==> src/rtl/irq_controller.sv <==
// Z80 mode-2 interrupt controller: latches edge requests, arbitrates with nested priority,
// drives int_n and answers the interrupt-acknowledge cycle with an IM2 vector byte.
module irq_controller #(
  parameter int unsigned NUM_IRQ      = 8,
  parameter logic [7:0]  SPURIOUS_VEC = 8'hFF
) (
  input  logic               clk_i,
  input  logic               rst_i,
  input  logic               m1_n,
  input  logic               iorq_n,
  input  logic               wr_n,
  input  logic [2:0]         reg_addr_i,
  input  logic [7:0]         data_i,
  input  logic               intc_cs,
  input  logic [NUM_IRQ-1:0] irq_i,
  output logic [7:0]         data_o,
  output logic               ack_o,
  output logic               int_n
);

  typedef enum logic [1:0] {StIdle, StAck, StDone} state_e;

  localparam logic [2:0] AddrMask      = 3'd0;
  localparam logic [2:0] AddrPending   = 3'd1;
  localparam logic [2:0] AddrVecbase   = 3'd2;
  localparam logic [2:0] AddrInservice = 3'd3;
  localparam logic [2:0] AddrEoi       = 3'd4;
  localparam logic [2:0] AddrCtrl      = 3'd5;

  logic [NUM_IRQ-1:0] irq_s1_q, irq_s2_q, irq_prev_q, irq_edge;
  logic [NUM_IRQ-1:0] mask_q, mask_d;
  logic [NUM_IRQ-1:0] pending_q, pending_d;
  logic [NUM_IRQ-1:0] inservice_q, inservice_d;
  logic [3:0]         vecbase_q, vecbase_d;
  logic               ctrl_q, ctrl_d;

  logic               wr_term, wr_term_q, wr_commit;
  logic [NUM_IRQ-1:0] allowed, eligible, eoi_clr;
  logic [2:0]         winner;
  logic               any_eligible;

  state_e             state_q, state_d;
  logic [7:0]         vec_q, vec_d;
  logic               hit_q, hit_d;
  logic [2:0]         win_q, win_d;
  logic               ack_done;
  logic               int_n_q;
  logic [7:0]         rd_data;

  // Input synchronisers and edge detection
  always_ff @(posedge clk_i or posedge rst_i) begin
    if (rst_i) begin
      irq_s1_q   <= '0;
      irq_s2_q   <= '0;
      irq_prev_q <= '0;
    end else begin
      irq_s1_q   <= irq_i;
      irq_s2_q   <= irq_s1_q;
      irq_prev_q <= irq_s2_q;
    end
  end

  assign irq_edge = irq_s2_q & ~irq_prev_q;

  // One commit per bus cycle, however long the strobe is held
  assign wr_term   = intc_cs & ~wr_n & ~iorq_n;
  assign wr_commit = wr_term & ~wr_term_q;

  always_ff @(posedge clk_i or posedge rst_i) begin
    if (rst_i) begin
      wr_term_q <= 1'b0;
    end else begin
      wr_term_q <= wr_term;
    end
  end

  // A source is allowed only if no equal-or-higher priority source is in service
  always_comb begin
    logic blocked;
    blocked = 1'b0;
    allowed = '0;
    for (int i = 0; i < NUM_IRQ; i++) begin
      blocked    = blocked | inservice_q[i];
      allowed[i] = ~blocked;
    end
  end

  assign eligible     = pending_q & mask_q & allowed;
  assign any_eligible = |eligible;

  always_comb begin
    winner = '0;
    for (int i = NUM_IRQ - 1; i >= 0; i--) begin
      if (eligible[i]) begin
        winner = 3'(i);
      end
    end
  end

  always_comb begin
    logic found;
    found   = 1'b0;
    eoi_clr = '0;
    for (int i = 0; i < NUM_IRQ; i++) begin
      if (inservice_q[i] && !found) begin
        eoi_clr[i] = 1'b1;
        found      = 1'b1;
      end
    end
  end

  // Register next state: clears first, new edges last so a coincident set wins
  always_comb begin
    mask_d      = mask_q;
    pending_d   = pending_q;
    inservice_d = inservice_q;
    vecbase_d   = vecbase_q;
    ctrl_d      = ctrl_q;

    if (wr_commit) begin
      case (reg_addr_i)
        AddrMask:    mask_d      = data_i[NUM_IRQ-1:0];
        AddrPending: pending_d   = pending_q & ~data_i[NUM_IRQ-1:0];
        AddrVecbase: vecbase_d   = data_i[7:4];
        AddrEoi:     inservice_d = inservice_q & ~eoi_clr;
        AddrCtrl:    ctrl_d      = data_i[0];
        default: ;
      endcase
    end

    for (int i = 0; i < NUM_IRQ; i++) begin
      if (ack_done && hit_q && (win_q == 3'(i))) begin
        pending_d[i]   = 1'b0;
        inservice_d[i] = 1'b1;
      end
    end

    pending_d = pending_d | irq_edge;
  end

  always_ff @(posedge clk_i or posedge rst_i) begin
    if (rst_i) begin
      mask_q      <= '0;
      pending_q   <= '0;
      inservice_q <= '0;
      vecbase_q   <= '0;
      ctrl_q      <= 1'b0;
      int_n_q     <= 1'b1;
    end else begin
      mask_q      <= mask_d;
      pending_q   <= pending_d;
      inservice_q <= inservice_d;
      vecbase_q   <= vecbase_d;
      ctrl_q      <= ctrl_d;
      int_n_q     <= ~(ctrl_q & any_eligible);
    end
  end

  assign int_n = int_n_q;

  // Acknowledge sequencer; vector is frozen at entry to StAck
  always_comb begin
    state_d  = state_q;
    vec_d    = vec_q;
    hit_d    = hit_q;
    win_d    = win_q;
    ack_done = 1'b0;
    case (state_q)
      StIdle: begin
        if (!m1_n && !iorq_n) begin
          state_d = StAck;
          hit_d   = any_eligible;
          win_d   = winner;
          vec_d   = any_eligible ? {vecbase_q, winner, 1'b0} : SPURIOUS_VEC;
        end
      end
      StAck: begin
        if (m1_n || iorq_n) begin
          state_d  = StDone;
          ack_done = 1'b1;
        end
      end
      StDone:  state_d = StIdle;
      default: state_d = StIdle;
    endcase
  end

  always_ff @(posedge clk_i or posedge rst_i) begin
    if (rst_i) begin
      state_q <= StIdle;
      vec_q   <= '0;
      hit_q   <= 1'b0;
      win_q   <= '0;
    end else begin
      state_q <= state_d;
      vec_q   <= vec_d;
      hit_q   <= hit_d;
      win_q   <= win_d;
    end
  end

  assign ack_o = (state_q == StAck);

  always_comb begin
    rd_data = '0;
    case (reg_addr_i)
      AddrMask:      rd_data[NUM_IRQ-1:0] = mask_q;
      AddrPending:   rd_data[NUM_IRQ-1:0] = pending_q;
      AddrVecbase:   rd_data              = {vecbase_q, 4'h0};
      AddrInservice: rd_data[NUM_IRQ-1:0] = inservice_q;
      AddrCtrl:      rd_data[0]           = ctrl_q;
      default: ;
    endcase
  end

  always_comb begin
    data_o = '0;
    if (ack_o) begin
      data_o = vec_q;
    end else if (intc_cs) begin
      data_o = rd_data;
    end
  end

endmodule

==> config.mk <==
export PLATFORM = sky130hd
export DESIGN_NAME = irq_controller
export DESIGN_NICKNAME = d
export VERILOG_FILES = /design/src/rtl/irq_controller.sv
export SDC_FILE = /design/constraint.sdc
export NUM_CORES = 1
export LEC_CHECK = 0
export BUFFER_PORTS_ARGS = -buffer_cell sky130_fd_sc_hd__buf_2
export CAP_MARGIN = 20
export CORE_MARGIN = 5
export CORE_UTILIZATION = 30
export DETAILED_ROUTE_END_ITERATION = 16
export GPL_ROUTABILITY_DRIVEN = 0
export SLEW_MARGIN = 40
export SYNTH_ARGS = -nofsm -noshare
export SYNTH_HDL_FRONTEND = slang
export SYNTH_SLANG_ARGS = --single-unit
==> constraint.sdc <==
create_clock -name clk_i -period 3 [get_ports clk_i]
set_clock_uncertainty 0.05 [all_clocks]
set_input_delay 0.15 -clock clk_i [delete_from_list [all_inputs] [get_ports clk_i]]
set_output_delay 0.15 -clock clk_i [all_outputs]
set_load 0.1 [all_outputs]
==> flow_metrics.env, run 1 <==
export IMPL_drtPass1Iterations=4
export IMPL_clk_latency_ns=0.34
export IMPL_final_cells=437
export IMPL_top_layer="met4"
export IMPL_utilization=0.3875
export IMPL_wl_mm=6.326
export IMPL_final_common_cell="dfrtp_1"
export IMPL_die_x_um=107.8
export IMPL_wl_met3_um=432
export IMPL_detailed_place_hpwl_mm=4.501
export IMPL_cp_startpoint="state_q[1]"
export IMPL_syn_area_um2=2869
export IMPL_peakVddDrop_mv=0.3309
export IMPL_placed_cells=406
export IMPL_synthArstFlopShare=1.000
export IMPL_cp_max_fo=12
export IMPL_area_growth_pct=25.38
export IMPL_max_slew_margin=0.4953
export IMPL_synth_warnings=0
export IMPL_cts_tree="built"
export IMPL_num_antenna_cells=0
export IMPL_ant_nets=0
export IMPL_switchingPower_uw=875.7
export IMPL_synth_ff_type="dfrtp_1"
export IMPL_hold_viol=0
export IMPL_drive_gt1_frac=0.2468
export IMPL_port_buffers=34
export IMPL_rrSetupSlack_ns=0.84
export IMPL_dr_first_iter_drc_count=103
export IMPL_tightest_slew_ns=0.7556
export IMPL_cp_arrival_ns=2.07
export IMPL_grt_pass1_vias=2017
export IMPL_ff2ff_path_depth=5
export IMPL_coreArea_um2=9284
export IMPL_grt_ovfl_total=0
export IMPL_pwr_share_seq=0.446
export IMPL_viasPerCell=4.728
export IMPL_finalCritPeriodShare=0.7555
export IMPL_final_setup_tns_ns=0
export IMPL_setup_viol=0
export IMPL_antenna_found_initial=0
export IMPL_die_y_um=107.8
export IMPL_reg2reg_from="state_q[1]"
export IMPL_p_comb_frac=0.225
export IMPL_grt_usage=0.1163
export IMPL_synth_seq_cells=69
export IMPL_layout_min_cycle_time_ns=2.266
export IMPL_power_internal_mw=1.882
export IMPL_end_kind="output pin"
export IMPL_cts_num_sinks=69
export IMPL_layout_common_cells="68 x dfrtp_1, 43 x nand2_1, 34 x buf_2"
export IMPL_drv_slew=0
export IMPL_critPathLaunchType="flip-flop"
export IMPL_swShare=0.3175
export IMPL_power_share_clock=0.330
export IMPL_ys_seq_area_frac=0.6023
export IMPL_initial_utilization=0.3090
export IMPL_vias=2066
export IMPL_synth_edf_count=0
export IMPL_post_synth_cell_area_avg_um2=11.52
export IMPL_clkTransAtPathRegs_ns=0.07
export IMPL_fillCellCount=944
export IMPL_outcome="completed"
export IMPL_wl_met2_mm=2.854
export IMPL_leakagePower_nw=1.607
export IMPL_wl_per_cell_um=14.48
export IMPL_syn_nets=274
export IMPL_synth_distinct_cells=36
export IMPL_ios=35
export IMPL_crit_end="data_o[6]"
export IMPL_max_freq_mhz=441.2
export IMPL_timing_hold_ws_ns=0.01407
export IMPL_total_power_mw=2.758
export IMPL_cts_root_buf="clkbuf_8"
export IMPL_drc=0
export IMPL_setup_worst_path_class="flip-flop to output pin"
export IMPL_die_area_um2=11620
export IMPL_grt_max_degree=69
export IMPL_cap_violations=0
export IMPL_power_density_nw_per_um2=766.8
export IMPL_htreeDepth=3
export IMPL_final_nets=328
export IMPL_synth_cells=249
export IMPL_rsz0062_at_grt="no"
export IMPL_clockBufferDepth=2
export IMPL_cp_required_ns=2.80
export IMPL_hp_class="input pin to flip-flop"
export IMPL_reg2reg_to="pending_q[3]"
export IMPL_numCtsBuffers=9
export IMPL_wl_met1_mm=2.972
export IMPL_rows=35
export IMPL_grt_pass1_wl_mm=10.30
==> critical path, cell delays in order (launching register included) <==
cell and delay (ns):
dfrtp_1 0.40, nor2b_1 0.60, nor3b_2 0.20, a22o_1 0.24, buf_2 0.28
==> per-stage QoR <==
stage               instance area [um2]  setup WS, ns
finish                             3597        0.7336
CTS                                3582        0.4421
detailed placement                 3194        0.8274
global route                       3597        0.5706
floorplan                          2869        0.1196
global placement                   3194        0.9435
==> routing by layer <==
metal	up-vias	track usage
li1	992	-
met1	1001	0.1615
met2	66	0.1710
met3	7	0.03419
met4	0	0.04328
met5	-	0
==> registers in the layout, indices dropped and copies added (netlist names) <==
register and count:
vecbase_q 4, hit_q 1, irq_s1_q 8, win_q 3, state_q 2, pending_q 8
irq_s2_q 8, inservice_q 8, wr_term_q 1, ctrl_q 1, mask_q 8, vec_q 8
irq_prev_q 8, int_n 1
==> cell usage after synthesis, types with 2 or more instances <==
library cell   n  area share
clkbuf_1       5      0.0065
or3_1          3      0.0065
nor2_1        16       0.021
nor3_1         3      0.0052
nand4b_1       3      0.0092
nand2b_1       3      0.0065
a22o_1         9       0.027
mux2i_1        3       0.010
o21ai_0       14       0.024
inv_1          9       0.012
nor3b_1        2      0.0052
nand3_1        6       0.010
dfrtp_1       68        0.59
mux4_2         4       0.031
nand2_1       43       0.056
a22oi_1        2      0.0052
a21oi_1        8       0.014
buf_2          3      0.0052
and3b_1        2      0.0061
nand3b_1       3      0.0078
mux2_2        14       0.055
a32o_1         7       0.024
nor2b_1        3      0.0065
a31oi_1        4      0.0087
==> worst min-delay path by stage <==
stage	from	to	slack, ns	cells after the start
2_1_floorplan	irq_i[0]	irq_s1_q[0]	0.13	0
3_3_place_gp	rst_i	irq_s1_q[1]	-0.04	2
3_5_place_dp	rst_i	irq_s1_q[1]	-0.04	2
4_1_cts	data_i[2]	mask_q[2]	0.0003	2
5_1_grt	data_i[1]	mask_q[1]	0.003	2
6_report	data_i[1]	mask_q[1]	0.01	2
==> power groups by stage <==
stage | logic, mW | registers, mW | clock network, mW
2_1_floorplan | 0.478 | 1.21 | 0
3_3_place_gp | 0.600 | 1.24 | 0
3_5_place_dp | 0.608 | 1.24 | 0
4_1_cts | 0.625 | 1.23 | 0.934
5_1_grt | 0.685 | 1.25 | 0.984
6_report | 0.620 | 1.23 | 0.909
==> final cells by class <==
| cell class | count | area (um2) | area share |
|---|---|---|---|
| flip-flops and latches | 69 | 1728 | 0.4803 |
| multi-input cells | 163 | 1079 | 0.2998 |
| repair buffers | 51 | 347.8 | 0.09670 |
| well taps | 129 | 161.4 | 0.04487 |
| clock buffers | 10 | 137.6 | 0.03826 |
| clock inverters | 6 | 110.1 | 0.03061 |
| inverters | 9 | 33.78 | 0.009391 |
==> what timing repair did <==
action	CTS	global route
hold buffers	14	1
buffers inserted	0	0
hold endpoints to repair	79	1
endpoints found under the setup margin	0	0
resized for setup	0	0
==> cells by family (layout without fill, tap and decap cells) <==
kind of cell	Yosys count	after routing	synth area share
flops	69	69	0.6023
compound gates	49	49	0.1204
buf+inv	17	76	0.02355
simple gates	93	93	0.1570
mux	21	21	0.09682
(Power assumes the default switching activity.)
==> run 2: changes to the inputs <==
- clock period: 3 -> 2.15 ns (I/O delays scaled with it)
==> flow_metrics.env, run 2 (synthesis results as in run 1) <==
export IMPL_setup_worst_path_class="input pin to flip-flop"
export IMPL_wl_mm=6.447
export IMPL_critPathLaunchType="input pin"
export IMPL_grt_max_degree=40
export IMPL_layout_common_cells="68 x dfrtp_1, 43 x nand2_1, 26 x buf_2"
export IMPL_pre_cts_slack_ns=0.3861
export IMPL_rows=35
export IMPL_grt_pass1_vias=2099
export IMPL_numCtsBuffers=9
export IMPL_max_slew_margin=0.5335
export IMPL_clkTransAtPathRegs_ns=0.07
export IMPL_wl_per_cell_um=14.46
export IMPL_worstPathCellList="dlygate4sd3_1 -> buf_2 -> nor3b_2 -> and2_1 -> and3b_1 -> nand2_1 -> a32o_1"
export IMPL_hp_class="input pin to flip-flop"
export IMPL_cts_root_buf="clkbuf_8"
export IMPL_finalWorstSetupSlack_ns=0.2050
export IMPL_grt_usage=0.1198
export IMPL_die_x_um=107.8
export IMPL_layout_min_cycle_time_ns=1.945
export IMPL_power_internal_mw=2.324
export IMPL_clockBufferDepth=2
export IMPL_die_y_um=107.8
export IMPL_clk_latency_ns=0.34
export IMPL_final_common_cell="dfrtp_1"
export IMPL_num_antenna_cells=0
export IMPL_ios=35
export IMPL_utilization=0.3996
export IMPL_htreeDepth=3
export IMPL_crit_buf_inv=2
export IMPL_cts_setup_buffers=0
export IMPL_crit_family="simple AND/OR/NAND/NOR gates"
export IMPL_finalCritPeriodShare=0.9046
export IMPL_cp_max_fo=8
export IMPL_cap_violations=0
export IMPL_vias=2102
export IMPL_setup_viol=0
export IMPL_final_nets=337
export IMPL_cp_slowest_stage_delay_ns=0.53
export IMPL_die_area_um2=11620
export IMPL_design_area_um2=3710
export IMPL_dr_first_iter_drc_count=88
export IMPL_switchingPower_mw=1.229
export IMPL_rrSetupSlack_ns=0.41
export IMPL_peakVddDrop_mv=0.3137
export IMPL_outcome="completed"
export IMPL_p_comb_frac=0.274
export IMPL_hold_viol=0
export IMPL_grt_ovfl_total=0
export IMPL_placed_cells=409
export IMPL_pwr_share_seq=0.481
export IMPL_grt_pass1_wl_mm=10.58
export IMPL_power_density_nw_per_um2=957.7
export IMPL_power_share_clock=0.245
export IMPL_antenna_found_initial=0
export IMPL_max_freq_mhz=514.1
export IMPL_viasPerCell=4.713
export IMPL_cts_tree="built"
export IMPL_cts_num_sinks=69
export IMPL_reg2reg_from="inservice_q[0]"
export IMPL_coreArea_um2=9284
export IMPL_drive_gt1_frac=0.2429
export IMPL_leakagePower_nw=1.641
export IMPL_rsz0062_at_grt="no"
export IMPL_tightest_slew_ns=0.6988
export IMPL_ctsResizeCount=0
export IMPL_initial_utilization=0.3090
export IMPL_drv_slew=0
export IMPL_drtPass1Iterations=4
export IMPL_area_growth_pct=29.31
export IMPL_ant_nets=0
export IMPL_drc=0
export IMPL_final_cells=446
export IMPL_cp_arrival_ns=2.13
export IMPL_port_buffers=34
export IMPL_detailed_place_hpwl_mm=4.513
export IMPL_cp_startpoint="wr_n"
export IMPL_crit_end="pending_q[1]"
export IMPL_cp_depth=7
export IMPL_cp_required_ns=2.33
export IMPL_ff2ff_path_depth=5
export IMPL_worst_path_max_delay_cell="dlygate4sd3_1"
export IMPL_end_kind="flip-flop"
export IMPL_placed_area_um2=3341
export IMPL_reg2reg_to="vec_q[0]"
export IMPL_final_setup_tns_ns=0
export IMPL_swShare=0.3460
run 2: worst register-to-register path: cells and delay by family (launching register included):
family             cells  cell delay [ns]
and+or+nand+nor        3             0.81
DFF                    1             0.47
AOI/OAI and AO/OA      2             0.27
run 2: area by class of cell:
cell class                      instances  area [um2]
Clock buffer                           11       131.4
Clock inverter                          5       27.53
Fill cell                             941        5574
Inverter                                9       33.78
Multi-Input combinational cell        163        1077
Sequential cell                        69        1728
Tap cell                              129       161.4
Timing Repair Buffer                   60       550.5
run 2: layer usage:
metal | vias up | global-route usage | part of all wire
met5 | - | 0 | 0
met4 | 0 | 0.03787 | 0.013
met3 | 9 | 0.03779 | 0.056
met2 | 58 | 0.1781 | 0.43
met1 | 1020 | 0.1658 | 0.50
li1 | 1015 | - | -
run 2: power by group through the flow:
stage | sequential (mW) | clock (mW) | combinational (mW)
2_1_floorplan | 1.69 | 0 | 0.669
3_3_place_gp | 1.72 | 0 | 0.935
3_5_place_dp | 1.73 | 0 | 0.945
4_1_cts | 1.71 | 0.913 | 0.978
5_1_grt | 1.74 | 0.973 | 1.06
6_report | 1.71 | 0.871 | 0.974
run 2: worst min path at each step:
stage / from / endpoint / slack [ns] / depth (start not counted)
global placement: irq_i[4] / irq_s1_q[4] / 0.17 / 1
finish: iorq_n / state_q[1] / 0.05 / 2
detailed placement: irq_i[5] / irq_s1_q[5] / 0.17 / 1
floorplan: irq_i[0] / irq_s1_q[0] / 0.09 / 0
global route: iorq_n / state_q[1] / 0.05 / 2
CTS: iorq_n / state_q[1] / 0.03 / 2
run 2: what timing repair did:
action | CTS | global route
setup endpoints to repair | 0 | 0
endpoints found under the hold margin | 53 | 0
hold buffers | 21 | 0
run 2: stage by stage:
step / power (mW) / hold slack, ns
5_1_grt: 3.774 / 0.04665
6_report: 3.553 / 0.04621
4_1_cts: 3.597 / 0.02654
3_3_place_gp: 2.656 / 0.1655
3_5_place_dp: 2.676 / 0.1668
2_1_floorplan: 2.356 / 0.08893
==> run 3: changes to the inputs <==
- ABC_AREA: unset -> 1
==> flow_metrics.env, run 3 <==
export IMPL_cap_violations=0
export IMPL_max_slew_margin=0.6762
export IMPL_cp_max_fo=7
export IMPL_vias=2248
export IMPL_placed_area_um2=3287
export IMPL_syn_area_um2=2913
export IMPL_final_setup_tns_ns=0
export IMPL_dr_first_iter_drc_count=94
export IMPL_yosysMostFrequentCell="dfrtp_1"
export IMPL_cp_startpoint="state_q[0]"
export IMPL_coreArea_um2=9639
export IMPL_max_freq_mhz=520.8
export IMPL_finalWorstSetupSlack_ns=0.2299
export IMPL_cts_tree="built"
export IMPL_ant_nets=0
export IMPL_critPathLaunchType="flip-flop"
export IMPL_initial_utilization=0.3022
export IMPL_ios=35
export IMPL_peakVddDrop_mv=0.3240
export IMPL_hold_viol=0
export IMPL_antenna_found_initial=0
export IMPL_total_power_mw=3.114
export IMPL_utilization=0.3759
export IMPL_clk_latency_ns=0.34
export IMPL_port_buffers=34
export IMPL_synth_distinct_cells=32
export IMPL_synth_seq_cells=69
export IMPL_min_from="data_i[3]"
export IMPL_clkTransAtPathRegs_ns=0.07
export IMPL_reg2reg_from="state_q[1]"
export IMPL_placed_cells=473
export IMPL_wl_mm=6.597
export IMPL_post_synth_cell_area_avg_um2=9.550
export IMPL_drv_slew=0
export IMPL_synth_ff_type="dfrtp_1"
export IMPL_final_nets=390
export IMPL_ys_seq_area_frac=0.5932
export IMPL_cts_num_sinks=69
export IMPL_hp_class="input pin to flip-flop"
export IMPL_rsz0062_at_grt="no"
export IMPL_wl_per_cell_um=13.14
export IMPL_viasPerCell=4.478
export IMPL_synth_area_top_cells="dfrtp_1 58%, nand2_1 6.7%, inv_1 6.2%, o21ai_0 4.5%, nor2_1 3.4%"
export IMPL_final_cells=502
export IMPL_finalCritPeriodShare=0.8931
export IMPL_cp_required_ns=1.99
export IMPL_layout_common_cells="68 x dfrtp_1, 52 x nand2_1, 47 x inv_1"
export IMPL_cts_root_buf="clkbuf_8"
export IMPL_synth_cells=305
export IMPL_leakagePower_nw=1.710
export IMPL_grt_pass1_wl_mm=11.13
export IMPL_end_kind="output pin"
export IMPL_drtPass1Iterations=4
export IMPL_synth_top_cell_area_share=0.5842
export IMPL_yosys_area_top_type="dfrtp_1"
export IMPL_outcome="completed"
export IMPL_die_x_um=108.5
export IMPL_drc=0
export IMPL_cts_setup_buffers=0
export IMPL_grt_pass1_vias=2236
export IMPL_layout_min_cycle_time_ns=1.920
export IMPL_synth_warnings=0
export IMPL_synth_edf_count=0
export IMPL_die_y_um=108.5
export IMPL_syn_nets=330
export IMPL_design_area_um2=3623
export IMPL_tightest_slew_ns=0.4891
export IMPL_setup_worst_path_class="flip-flop to output pin"
export IMPL_grt_max_degree=37
export IMPL_grt_ovfl_total=0
export IMPL_timing_hold_ws_ns=0.01598
export IMPL_num_antenna_cells=0
export IMPL_grt_usage=0.1236
export IMPL_htreeDepth=3
export IMPL_area_growth_pct=24.40
export IMPL_pre_cts_slack_ns=0.3250
export IMPL_rows=36
export IMPL_synth_commonest_cells="68 x dfrtp_1, 52 x nand2_1, 48 x inv_1"
export IMPL_numCtsBuffers=9
export IMPL_power_density_nw_per_um2=859.5
export IMPL_die_area_um2=11780
export IMPL_drive_gt1_frac=0.1951
export IMPL_final_common_cell="dfrtp_1"
export IMPL_clockBufferDepth=2
export IMPL_detailed_place_hpwl_mm=4.929
export IMPL_synthArstFlopShare=1.000
export IMPL_cp_arrival_ns=1.76
export IMPL_setup_viol=0
run 3: per-layer routing:
layer  track usage  part of all wire
met3       0.03940             0.046
met1        0.1608              0.47
met2        0.1911              0.46
met4       0.04869             0.023
met5             0                 0
run 3: cells by family (layout without fill, tap and decap cells):
group	count (synthesis)	in the layout	synth area share
flip-flops	69	69	0.5932
AND/OR/NAND/NOR	112	112	0.1864
buffers and inverters	55	119	0.07388
AO/OA/AOI/OAI	69	69	0.1465
run 3: report_power, final:
group          switching (mW)  internal [mW]
Sequential              0.103           1.44
Clock                   0.439          0.530
Combinational           0.420          0.179
run 3: area by class of cell:
class | count | area, um2
fillers | 1009 | 6016
flip-flops and latches | 69 | 1728
multi-input cells | 181 | 993.5
repair buffers | 51 | 362.8
inverters | 53 | 198.9
well taps | 133 | 166.4
clock buffers | 13 | 138.9
clock inverters | 2 | 35.03
run 3: path summary, 6_finish.rpt:
check / to / slack (ns) / cells after the start
min reg2reg: irq_s2_q[0] / 0.30 / 0
max in group asynchronous: vec_q[5] / 1.21 / 4
min in group asynchronous: mask_q[1] / 0.26 / 3
max: data_o[2] / 0.23 / 6
min: mask_q[3] / 0.02 / 3
max reg2reg: pending_q[0] / 0.37 / 8
run 3: timing repair:
item	CTS	global route
resized for setup	7	1
endpoints found under the setup margin	7	3
hold buffers	14	0
endpoints found under the hold margin	26	0
run 3: worst max-delay path: stages (launching register included):
cell and delay [ns]:
dfrtp_1 0.38, inv_1 0.09, nor2_4 0.06, inv_2 0.16
nand3_2 0.21, o21ai_1 0.21, buf_4 0.31
